--- config.mk ---
export PLATFORM = sky130hd
export DESIGN_NAME = bram_arbiter
export DESIGN_NICKNAME = d
export VERILOG_FILES = /design/src/rtl/bram_arbiter.sv
export SDC_FILE = /design/constraint.sdc
export NUM_CORES = 1
export LEC_CHECK = 0
export BUFFER_PORTS_ARGS = -buffer_cell sky130_fd_sc_hd__clkbuf_2
export CAP_MARGIN = 10
export CORE_AREA = 4 4 66 68
export CTS_CLUSTER_DIAMETER = 200
export DETAILED_ROUTE_END_ITERATION = 12
export DIE_AREA = 0 0 70 72
export MAX_ROUTING_LAYER = met4
export PLACE_DENSITY = 0.85
export SLEW_MARGIN = 20
export SYNTH_ARGS = -nofsm -noshare
export SYNTH_HDL_FRONTEND = slang
export SYNTH_SLANG_ARGS = --single-unit
--- constraint.sdc ---
create_clock -name clk -period 2.07 [get_ports clk]
set_clock_uncertainty 0.05 [all_clocks]
set_input_delay 0.414 -clock clk [delete_from_list [all_inputs] [get_ports clk]]
set_output_delay 0.414 -clock clk [all_outputs]
set_load 0.01 [all_outputs]
--- src/rtl/bram_arbiter.sv ---
// bram_arbiter: round-robin arbiter/sequencer for two requesters sharing one
// single-port BRAM (registered read data, 1-cycle latency).
// After reset it zero-fills every BRAM word (DEPTH cycles), raises init_done,
// then grants the port to A or B, alternating when both are valid.
// Ports:
//   clk, rst (async, active-low)
//   a_*/b_*   : requester command (valid/we/addr/wdata), ready (comb),
//               read return (rvalid pulse, rdata held for non-owner)
//   bram_*    : registered drive to BRAM write_enable/read_enable/addr/data_in,
//               bram_dout from BRAM data_out
//   init_done : high once the zero-fill has completed
// Optional: define BRAM_ARB_STATS_EN to add stat_a_grants/stat_b_grants,
// 16-bit saturating counts of accepted commands per requester.
module bram_arbiter #(
  parameter int unsigned DATA_WIDTH = 8,
  parameter int unsigned ADDR_WIDTH = 4
) (
  input  logic                  clk,
  input  logic                  rst,
  input  logic                  a_valid,
  input  logic                  a_we,
  input  logic [ADDR_WIDTH-1:0] a_addr,
  input  logic [DATA_WIDTH-1:0] a_wdata,
  output logic                  a_ready,
  output logic                  a_rvalid,
  output logic [DATA_WIDTH-1:0] a_rdata,
  input  logic                  b_valid,
  input  logic                  b_we,
  input  logic [ADDR_WIDTH-1:0] b_addr,
  input  logic [DATA_WIDTH-1:0] b_wdata,
  output logic                  b_ready,
  output logic                  b_rvalid,
  output logic [DATA_WIDTH-1:0] b_rdata,
  output logic                  bram_we,
  output logic                  bram_re,
  output logic [ADDR_WIDTH-1:0] bram_addr,
  output logic [DATA_WIDTH-1:0] bram_din,
  input  logic [DATA_WIDTH-1:0] bram_dout,
  output logic                  init_done
`ifdef BRAM_ARB_STATS_EN
  ,
  output logic [15:0]           stat_a_grants,
  output logic [15:0]           stat_b_grants
`endif
);

  localparam int unsigned DEPTH = 1 << ADDR_WIDTH;
  localparam logic [ADDR_WIDTH-1:0] LAST_ADDR = ADDR_WIDTH'(DEPTH - 1);

  typedef enum logic {ST_INIT, ST_RUN} state_t;

  // Read-return tag: one entry per pipeline stage.
  typedef struct packed {
    logic vld;
    logic own_b;
  } tag_t;

  state_t                  state_q, state_d;
  logic [ADDR_WIDTH-1:0]   cnt_q, cnt_d;
  logic                    rr_b_q, rr_b_d;   // 1 = B has priority on a tie
  tag_t                    tag1_q, tag1_d, tag2_q;

  logic                    bram_we_d, bram_re_d, init_done_d;
  logic [ADDR_WIDTH-1:0]   bram_addr_d;
  logic [DATA_WIDTH-1:0]   bram_din_d;
  logic                    a_rvalid_d, b_rvalid_d;
  logic [DATA_WIDTH-1:0]   a_rdata_d, b_rdata_d;

  logic                    run, a_fire, b_fire, cmd_we;
  logic [ADDR_WIDTH-1:0]   cmd_addr;
  logic [DATA_WIDTH-1:0]   cmd_wdata;

  // Grant logic: a lone requester always wins; on a tie the pointer decides.
  assign run       = (state_q == ST_RUN);
  assign a_ready   = run & a_valid & (~b_valid | ~rr_b_q);
  assign b_ready   = run & b_valid & (~a_valid |  rr_b_q);
  assign a_fire    = a_valid & a_ready;
  assign b_fire    = b_valid & b_ready;
  assign cmd_we    = b_fire ? b_we    : a_we;
  assign cmd_addr  = b_fire ? b_addr  : a_addr;
  assign cmd_wdata = b_fire ? b_wdata : a_wdata;

  // State register.
  always_ff @(posedge clk or negedge rst) begin
    if (!rst) state_q <= ST_INIT;
    else      state_q <= state_d;
  end

  // Next-state logic.
  always_comb begin
    state_d = state_q;
    case (state_q)
      ST_INIT: if (cnt_q == LAST_ADDR) state_d = ST_RUN;
      ST_RUN:  state_d = ST_RUN;
      default: state_d = ST_INIT;
    endcase
  end

  // Output/datapath next values.
  always_comb begin
    bram_we_d   = 1'b0;
    bram_re_d   = 1'b0;
    bram_addr_d = bram_addr;
    bram_din_d  = bram_din;
    init_done_d = init_done;
    cnt_d       = cnt_q;
    rr_b_d      = rr_b_q;
    tag1_d      = '0;
    case (state_q)
      ST_INIT: begin
        bram_we_d   = 1'b1;
        bram_addr_d = cnt_q;
        bram_din_d  = '0;
        cnt_d       = cnt_q + ADDR_WIDTH'(1);
        if (cnt_q == LAST_ADDR) init_done_d = 1'b1;
      end
      ST_RUN: begin
        if (a_fire | b_fire) begin
          bram_we_d    = cmd_we;
          bram_re_d    = ~cmd_we;
          bram_addr_d  = cmd_addr;
          bram_din_d   = cmd_wdata;
          rr_b_d       = a_fire;
          tag1_d.vld   = ~cmd_we;
          tag1_d.own_b = b_fire;
        end
      end
      default: ;
    endcase

    // Stage 2 of the tag pipeline lines up with valid bram_dout.
    a_rvalid_d = tag2_q.vld & ~tag2_q.own_b;
    b_rvalid_d = tag2_q.vld &  tag2_q.own_b;
    a_rdata_d  = a_rvalid_d ? bram_dout : a_rdata;
    b_rdata_d  = b_rvalid_d ? bram_dout : b_rdata;
  end

  // Registered outputs and pipeline.
  always_ff @(posedge clk or negedge rst) begin
    if (!rst) begin
      cnt_q     <= '0;
      rr_b_q    <= 1'b0;
      tag1_q    <= '0;
      tag2_q    <= '0;
      bram_we   <= 1'b0;
      bram_re   <= 1'b0;
      bram_addr <= '0;
      bram_din  <= '0;
      init_done <= 1'b0;
      a_rvalid  <= 1'b0;
      b_rvalid  <= 1'b0;
      a_rdata   <= '0;
      b_rdata   <= '0;
    end else begin
      cnt_q     <= cnt_d;
      rr_b_q    <= rr_b_d;
      tag1_q    <= tag1_d;
      tag2_q    <= tag1_q;
      bram_we   <= bram_we_d;
      bram_re   <= bram_re_d;
      bram_addr <= bram_addr_d;
      bram_din  <= bram_din_d;
      init_done <= init_done_d;
      a_rvalid  <= a_rvalid_d;
      b_rvalid  <= b_rvalid_d;
      a_rdata   <= a_rdata_d;
      b_rdata   <= b_rdata_d;
    end
  end

`ifdef BRAM_ARB_STATS_EN
  // Saturating grant counters; grants only exist in RUN.
  always_ff @(posedge clk or negedge rst) begin
    if (!rst) begin
      stat_a_grants <= '0;
      stat_b_grants <= '0;
    end else begin
      if (a_fire && stat_a_grants != 16'hFFFF) stat_a_grants <= stat_a_grants + 16'd1;
      if (b_fire && stat_b_grants != 16'hFFFF) stat_b_grants <= stat_b_grants + 16'd1;
    end
  end
`endif

endmodule

==> results of run 1 <==
## per-stage QoR
stage	hold WS [ns]	power [µW]	worst slack, ns	instances	utilization (%)
2_1_floorplan	0.0684	1250	0.622	145	-
3_3_place_gp	0.284	1450	0.348	263	56.8
3_5_place_dp	0.288	1470	0.339	263	56.8
4_1_cts	0.142	2070	0.244	271	59.7
5_1_grt	0.173	2170	0.164	271	59.7
6_report	0.126	2040	0.250	271	59.7
## cells in the mapped netlist, types with 2 or more instances
master	count
a211oi_1	8
a221o_1	3
a32o_1	3
buf_2	3
buf_4	2
buf_6	2
clkbuf_1	3
dfrtp_1	42
inv_1	3
mux2_2	18
nand2_1	4
nand2b_1	3
nand3_1	3
nor2_1	9
nor2b_1	4
nor3_1	8
o21ai_0	9
xnor2_1	3
## per-layer routing
layer  share of wire, %  up-vias
met4                1.3        0
met3                9.6        8
met2                 48       60
met5                  0        -
li1                   -      668
met1                 41      647
## power groups by stage
stage	Clock [µW]	Sequential, µW	Combinational (µW)
after global placement	0	1020	433
after detailed placement	0	1020	444
after CTS	615	1010	447
after global routing	663	1020	483
after floorplan	0	1070	179
final	594	1010	438
## cells in the final DEF, fill, tap and decap left out
| master | n |
|---|---|
| xnor2_1 | 3 |
| ha_1 | 1 |
| mux2_2 | 18 |
| nor2_1 | 9 |
| o211ai_1 | 1 |
| a21oi_1 | 1 |
| nand3_1 | 3 |
| o21bai_1 | 1 |
| o21ai_0 | 9 |
| dfrtp_1 | 42 |
| nor2b_1 | 4 |
| inv_2 | 1 |
| clkbuf_2 | 72 |
| and3_1 | 1 |
| o22ai_1 | 1 |
| a32o_1 | 3 |
| inv_1 | 3 |
| nor3b_1 | 1 |
| nor3_1 | 8 |
| nand2_1 | 4 |
| clkbuf_8 | 8 |
| a221o_1 | 3 |
| a211oi_1 | 8 |
| buf_4 | 6 |
| mux2i_1 | 1 |
| nand2b_1 | 3 |
| or2_2 | 1 |
| or2_4 | 1 |
| a31oi_1 | 1 |
| a211oi_2 | 1 |
| nand2_2 | 1 |
| nor2b_4 | 1 |
## flip-flops by register name (all words and copies together), names as in the netlist, 2 cells and up
signal / flops
a_rdata: 8
b_rdata: 8
bram_din: 8
bram_addr: 4
cnt_q: 4
tag2_q: 2
## cells by family after synthesis
logic type | synth area share [%]
flip-flops | 58.8
AND/OR/NAND/NOR | 11.0
AO/OA/AOI/OAI | 11.8
multiplexers | 11.9
buffers and inverters | 4.41
XOR/XNOR | 1.47
adder cells (fa/ha/maj) | 0.700
## how the worst max path moves through the flow
stage / endpoint / slack [ns] / cells past startpoint / from
CTS: b_ready / 0.24 / 4 / run
finish: b_ready / 0.25 / 4 / run
detailed placement: b_ready / 0.34 / 5 / b_valid
global placement: b_ready / 0.35 / 5 / b_valid
floorplan: b_ready / 0.62 / 4 / a_valid
global route: b_ready / 0.16 / 4 / run
## critical path, stage by stage, from the launching register on
cell and delay (ns):
dfrtp_1 0.37, nand2_2 0.13, or2_4 0.32, inv_2 0.10
clkbuf_2 0.13
## area by class of cell
class / instances / area share, %
well taps: 50 / 2.72
clock buffers: 8 / 4.78
flip-flops and latches: 42 / 45.7
repair buffers: 78 / 17.6
inverters: 4 / 0.652
multi-input cells: 89 / 28.6
==> flow_summary.json, run 1 <==
{
  "place_area_um2": 2190,
  "gp_congestion": 0.773,
  "drc": 0,
  "synth.area.top_cells": "dfrtp_1 (59%), mux2_2 (11%), a211oi_1 (3.4%)",
  "postCtsResizedCells": 0,
  "busiest_layer": "met2",
  "static-leakage-power_uw": 0.00113,
  "switching_power_uw": 539,
  "power_density_nw_per_um2": 885,
  "async_flop_share_pct": 100,
  "intPower_uw": 1500,
  "cts.sinks": 42,
  "root_buffer": "clkbuf_8",
  "first_pass_iters": 4,
  "holdBufCountCts": 0,
  "max_cap_violations": 0,
  "tightest_slew_ns": 0.499,
  "syn_avg_cell_area_um2": 12.3,
  "cp-end-kind": "output pin",
  "crit_fanout": 11,
  "syn_inst": 145,
  "ys_seq_area_share_pct": 58.8,
  "grt_pass1_vias": 1390,
  "die_area_um2": 5040,
  "combPwrFrac_pct": 21.5,
  "worstPathArrival_ns": 1.36,
  "cts_tree": "yes",
  "ant_nets": 0,
  "synth_seq_cells": 42,
  "die_y_um": 72,
  "finalInstanceArea_um2": 2300,
  "grt-ovfl-total": 0,
  "seqPwrFrac_pct": 49.4,
  "multi_input_area_um2": 658,
  "syn_to_final_growth_pct": 28.8,
  "postCtsSetupBuffers": 0,
  "finalSetupTns_ns": 0,
  "fillers": 330,
  "synth_area_um2": 1790,
  "synth_edf_count": 0,
  "r2r_end": "bram_addr[3]",
  "grt_max_degree": 43,
  "initial_utilization_pct": 46.4,
  "hp-class": "primary input to asynchronous set/reset pin",
  "htreeDepth": 2,
  "ir_drop_mv": 0.403,
  "worst-r2r-cell-count": 4,
  "timing.final.crit_share_pct": 87.9,
  "grt_use_total_pct": 16.6,
  "clk_latency_ns": 0.29,
  "fin_crit_ns": 1.82,
  "grt_pass1_wl_mm": 6.43,
  "synth-main-ff-cell": "dfrtp_1",
  "cp.required_ns": 1.61,
  "setup_viol": 0,
  "sw_frac_of_total_pct": 26.4,
  "use_met3_pct": 6.23,
  "drt_iter0_drc": 52,
  "fmax_ghz": 0.550,
  "dp_hpwl_mm": 2.92,
  "clk_pin_slew_ns": 0.08,
  "routed_wl_mm": 3.75,
  "crit_type": "flip-flop to output pin",
  "rrSetupSlack_ns": 0.69,
  "rsz0062_at_grt": "no",
  "die_x_um": 70,
  "yosysUniqueCellTypes": 33,
  "cts-buffers-inserted": 5,
  "synth_top_area_share_pct": 58.8,
  "use_met2_pct": 26.5,
  "vias": 1383,
  "cp-start-kind": "flip-flop",
  "routedWlPerCell_um": 13.8,
  "syn_nets": 184,
  "final-seq-area_um2": 1050,
  "drive_above_1_share_pct": 49.8,
  "avgViaCountPerCell": 5.10,
  "slew_headroom_pct": 66.7,
  "design.portCount": 73,
  "yosysTopAreaCell": "dfrtp_1",
  "cts_buffer_depth": 2,
  "port_buffers": 72,
  "grt_antenna_before_repair": 0,
  "ys.warnings.count": 0,
  "antenna_cells": 0,
  "rr_startpoint": "run",
  "nets": 259,
  "final-hold-violation-count": 0,
  "grt_use_met1_pct": 19.6,
  "coreArea_um2": 3860,
  "rows": 23,
  "p_clk_share_pct": 29.2,
  "status": "completed",
  "maxSlewViolCount": 0
}
(Power assumes the default switching activity.)
==> run 2, diff against run 1 <==
--- a/config.mk
+++ b/config.mk
@@ -7,12 +7,12 @@
 export LEC_CHECK = 0
 export BUFFER_PORTS_ARGS = -buffer_cell sky130_fd_sc_hd__clkbuf_2
 export CAP_MARGIN = 10
-export CORE_AREA = 4 4 66 68
+export CORE_AREA = 4 4 65 67
 export CTS_CLUSTER_DIAMETER = 200
 export DETAILED_ROUTE_END_ITERATION = 12
-export DIE_AREA = 0 0 70 72
+export DIE_AREA = 0 0 69 71
 export MAX_ROUTING_LAYER = met4
-export PLACE_DENSITY = 0.85
+export PLACE_DENSITY = 0.9
 export SLEW_MARGIN = 20
 export SYNTH_ARGS = -nofsm -noshare
 export SYNTH_HDL_FRONTEND = slang
==> run 2 against run 1 <==
Net effect: global-route usage shrank 0.24 points; largest cell class unchanged; flip-flop and latch count unchanged; clock power grew 4.9%; fmax fell by 0.27%; design area fell by 0.43%; setup slack got worse by 0.0050 ns; combinational power is essentially flat; via count is 2.2% lower; core utilization increased by 3.4 points; highest routed layer unchanged; register-to-register slack hardly changed; die area is 2.8% lower; critical path type unchanged.
==> flow_summary.json, run 2 (synthesis results as in run 1) <==
{
  "rsz0062_at_grt": "no",
  "reg_top3": "a_rdata x8, b_rdata x8, bram_din x8",
  "crit_fanout": 11,
  "cp-end-kind": "output pin",
  "nets": 258,
  "finalSetupTns_ns": 0,
  "die_x_um": 69,
  "finalInstanceArea_um2": 2290,
  "avgViaCountPerCell": 5.04,
  "rrSetupSlack_ns": 0.69,
  "grt_pass1_vias": 1342,
  "cp.required_ns": 1.61,
  "design.portCount": 73,
  "clk_pin_slew_ns": 0.07,
  "die_area_um2": 4900,
  "drc": 0,
  "tightest_slew_ns": 0.507,
  "static-leakage-power_uw": 0.00112,
  "grt_max_degree": 43,
  "antenna_cells": 0,
  "initial_utilization_pct": 49.2,
  "status": "completed",
  "setup_viol": 0,
  "ir_drop_mv": 0.377,
  "grt_pass1_wl_mm": 6.14,
  "first_pass_iters": 4,
  "fmax_ghz": 0.548,
  "gp_congestion": 0.771,
  "final-hold-violation-count": 0,
  "coreArea_um2": 3630,
  "root_buffer": "clkbuf_8",
  "cts_tree": "yes",
  "cp-start-kind": "flip-flop",
  "routedWlPerCell_um": 14.1,
  "hp-class": "primary input to asynchronous set/reset pin",
  "rows": 22,
  "cts_buffer_depth": 2,
  "vias": 1352,
  "htreeDepth": 2,
  "finalPower_uw": 2060,
  "final_common_cell": "clkbuf_2",
  "drt_iter0_drc": 40,
  "slew_headroom_pct": 66.2,
  "slowest_stage": "dfrtp_1",
  "cts.sinks": 42,
  "maxSlewViolCount": 0,
  "grt_antenna_before_repair": 0,
  "syn_to_final_growth_pct": 28.2,
  "die_y_um": 71,
  "fin_crit_ns": 1.82,
  "grt-ovfl-total": 0,
  "crit_path_cell_trace": "nand2_2, or2_4, inv_2, clkbuf_2",
  "place_area_um2": 2180,
  "postCtsResizedCells": 0,
  "clk_latency_ns": 0.29,
  "postCtsSetupBuffers": 0,
  "power_density_nw_per_um2": 900,
  "ant_nets": 0,
  "drive_above_1_share_pct": 49.1,
  "timing.final.crit_share_pct": 88.2,
  "holdBufCountCts": 0,
  "port_buffers": 72,
  "routed_wl_mm": 3.79,
  "max_cap_violations": 0,
  "crit_path_max_incr_delay_ns": 0.38,
  "crit_type": "flip-flop to output pin",
  "cts-buffers-inserted": 5,
  "worstPathArrival_ns": 1.36,
  "final_cell_mix": "clkbuf_2 (72), dfrtp_1 (42), mux2_2 (18), nor2_1 (9), o21ai_0 (9)",
  "dp_hpwl_mm": 2.92,
  "grt_use_total_pct": 16.3
}
==> run 2: cell count changes in the layout (fill, tap and decap cells not counted), sizes merged <==
cell / before / now
clkbuf: 80 / 78
buf: 6 / 5
bufinv: 0 / 1
clkinvlp: 0 / 1
==> run 2: power breakdown <==
| group | total, µW | leakage, µW | switching, µW | internal, µW |
|---|---|---|---|---|
| logic | 435 | 0.000566 | 218 | 218 |
| registers | 1010 | 0.000498 | 62.3 | 943 |
| clock network | 623 | 0.0000514 | 264 | 359 |
| total | 2060 | 0.00112 | 543 | 1520 |
==> run 2: critical path, delay by kind of cell (launching register included) <==
kind                   cells  cell delay (ns)
buffers and inverters      2             0.22
and+or+nand+nor            2             0.46
DFF                        1             0.38
==> run 2: worst paths after layout <==
check                      startpoint      endpoint  cells after the start
setup / recovery                  run       b_ready                      4
hold / removal                    rst    b_rdata[3]                      2
setup reg to reg                  run  bram_addr[1]                      4
hold reg to reg             tag1_q[0]     tag2_q[0]                      0
max in group asynchronous         rst  bram_addr[0]                      2
min in group clk                 a_we       bram_re                      2
==> run 2: layer usage <==
layer / vias to the layer above / share of wire (%) / track usage (%)
li1: 663 / - / -
met1: 630 / 40 / 18.2
met2: 50 / 51 / 26.9
met3: 9 / 6.7 / 6.11
met4: 0 / 1.7 / 5.86
met5: - / 0 / -
==> run 2: final cells by class <==
cell class,count,area (µm²)
multi-input cells,89,658
well taps,48,60.1
clock buffers,6,72.6
flip-flops and latches,42,1050
fillers,287,1340
inverters,4,15.0
repair buffers,77,398
clock inverters,2,37.5
==> run 2: metrics by stage <==
stage / utilization [%] / cells / worst slack [ns] / hold WS, ns
floorplan: - / 145 / 0.622 / 0.0684
global placement: 60.1 / 260 / 0.341 / 0.282
detailed placement: 60.1 / 260 / 0.321 / 0.295
CTS: 63.1 / 268 / 0.232 / 0.146
global route: 63.1 / 268 / 0.151 / 0.166
finish: 63.1 / 268 / 0.245 / 0.134
==> run 3, diff against run 2 <==
==> constraint.sdc (replaced) <==
create_clock -name clk -period 2.07 [get_ports clk]
set_clock_uncertainty 0.05 [all_clocks]
set_input_delay 0.414 -clock clk [delete_from_list [all_inputs] [get_ports clk]]
set_output_delay 0.414 -clock clk [all_outputs]
set_load 0.005 [all_outputs]
==> run 3 against run 2 <==
Net effect: register-to-register slack is essentially flat; setup slack gained 0.027 ns; global-route usage is 0.97 points higher; core utilization fell by 0.069 points; wire length is 4.1% higher; cell count unchanged; count of clock-buffer cells in the layout unchanged; sequential power barely moved; non-clock buffer count did not move; via count rose by 3.2%; die area unchanged; first-iteration DRC count grew 85%; critical endpoint unchanged; largest cell class unchanged; highest routed layer unchanged.
==> flow_summary.json, run 3 (synthesis results as in run 1) <==
{
  "crit_type": "flip-flop to output pin",
  "ant_nets": 0,
  "finalSetupTns_ns": 0,
  "grt-ovfl-total": 0,
  "hold_ws_ns": 0.0423,
  "vias": 1395,
  "status": "completed",
  "htreeDepth": 2,
  "initial_utilization_pct": 49.2,
  "maxSlewViolCount": 0,
  "port_buffers": 72,
  "rsz0062_at_grt": "no",
  "max_cap_violations": 0,
  "hp-class": "primary input to asynchronous set/reset pin",
  "cts_tree": "yes",
  "timing.final.crit_share_pct": 86.8,
  "cp.required_ns": 1.61,
  "first_pass_iters": 4,
  "final_common_cell": "clkbuf_2",
  "drt_iter0_drc": 74,
  "routed_wl_mm": 3.94,
  "place_area_um2": 2190,
  "nets": 258,
  "fmax_ghz": 0.556,
  "gp_congestion": 0.796,
  "coreArea_um2": 3630,
  "clk_pin_slew_ns": 0.08,
  "grt_antenna_before_repair": 0,
  "ir_drop_mv": 0.580,
  "drc": 0,
  "final-hold-violation-count": 0,
  "design.portCount": 73,
  "combPwrFrac_pct": 20.3,
  "avgViaCountPerCell": 5.21,
  "final_cell_mix": "clkbuf_2 (72), dfrtp_1 (42), mux2_2 (18), nor2_1 (9), o21ai_0 (9)",
  "dp_hpwl_mm": 3.12,
  "antenna_cells": 0,
  "cts.sinks": 42,
  "cts_buffer_depth": 2,
  "clk_latency_ns": 0.29,
  "switching_power_uw": 505,
  "drive_above_1_share_pct": 49.5,
  "die_area_um2": 4900,
  "die_y_um": 71,
  "reg_top3": "a_rdata x8, b_rdata x8, bram_din x8",
  "die_x_um": 69,
  "grt_pass1_wl_mm": 6.68,
  "root_buffer": "clkbuf_8",
  "rows": 22,
  "worstPathArrival_ns": 1.33,
  "power_density_nw_per_um2": 845,
  "syn_to_final_growth_pct": 28.1,
  "p_clk_share_pct": 27.6,
  "grt_use_total_pct": 17.3,
  "grt_pass1_vias": 1481,
  "critPathTopFamily": "simple AND/OR/NAND/NOR gates",
  "crit_fanout": 11,
  "tightest_slew_ns": 0.534,
  "fin_crit_ns": 1.80,
  "sw_frac_of_total_pct": 26.1,
  "crit_path_cell_trace": "nand2_2, or2_4, inv_2, clkbuf_2",
  "setup_viol": 0,
  "seqPwrFrac_pct": 52.1,
  "finalInstanceArea_um2": 2290,
  "intPower_uw": 1430,
  "cts-buffers-inserted": 5,
  "slowest_stage": "dfrtp_1",
  "cp-start-kind": "flip-flop",
  "static-leakage-power_uw": 0.00112,
  "routedWlPerCell_um": 14.7,
  "holdBufCountCts": 0,
  "cp_num_buf_inv": 2,
  "cp-end-kind": "output pin",
  "postCtsSetupBuffers": 0,
  "postCtsResizedCells": 0,
  "grt_max_degree": 27,
  "slew_headroom_pct": 64.4,
  "crit_path_max_incr_delay_ns": 0.36
}
[run 3: changes by cell type in the layout (fill, tap and decap cells not counted)]
cell and delta:
buf_12 +1, clkbuf_1 -1, clkbuf_8 +1, clkinv_2 +1
bufinv_16 -1, buf_4 -1
[run 3: power by group through the flow]
stage               logic (µW)  registers, µW  clock network, µW
floorplan                  178           1030                  0
global placement           389           1020                  0
detailed placement         403           1030                  0
CTS                        403           1010                548
global route               438           1020                576
finish                     394           1010                534
[run 3: worst reg2reg max path: cells and delay by family (launching register included)]
family	cells	cell delay (ns)
simple gates	2	0.42
flops	1	0.39
compound gates	1	0.35
buf+inv	1	0.08
[run 3: path summary, 6_finish.rpt]
path,startpoint,slack (ns),depth (start not counted),end
worst max-delay path,run,0.27,4,b_ready
worst min-delay path,rst,0.04,1,a_rdata[1]
worst max register to register,run,0.68,4,bram_addr[2]
worst min register to register,tag1_q[0],0.31,0,tag2_q[0]
max in group asynchronous,rst,1.43,2,a_rdata[0]
min in group clk,a_we,0.27,2,bram_re
[run 3: area by class of cell]
type,count,area (µm²)
Fill cell,312,1340
Sequential cell,42,1050
Multi-Input combinational cell,89,658
Timing Repair Buffer,77,410
Clock buffer,6,82.6
Tap cell,48,60.1
Inverter,4,15.0
Clock inverter,2,12.5
[run 3: stage by stage]
stage               setup slack (ns)  cells  total power, µW  util, %
floorplan                      0.637    145             1210        -
global placement               0.358    260             1400     60.4
detailed placement             0.334    260             1430     60.4
CTS                            0.276    268             1960     63.0
global route                   0.190    268             2040     63.0
finish                         0.273    268             1940     63.0
[run 3: layer usage]
metal | vias to the layer above | global-route usage [%] | part of all wire, %
met5 | - | - | 0
met4 | 0 | 6.29 | 1.4
met3 | 6 | 4.97 | 7.9
met2 | 53 | 30.1 | 52
met1 | 677 | 18.8 | 38
li1 | 659 | - | -
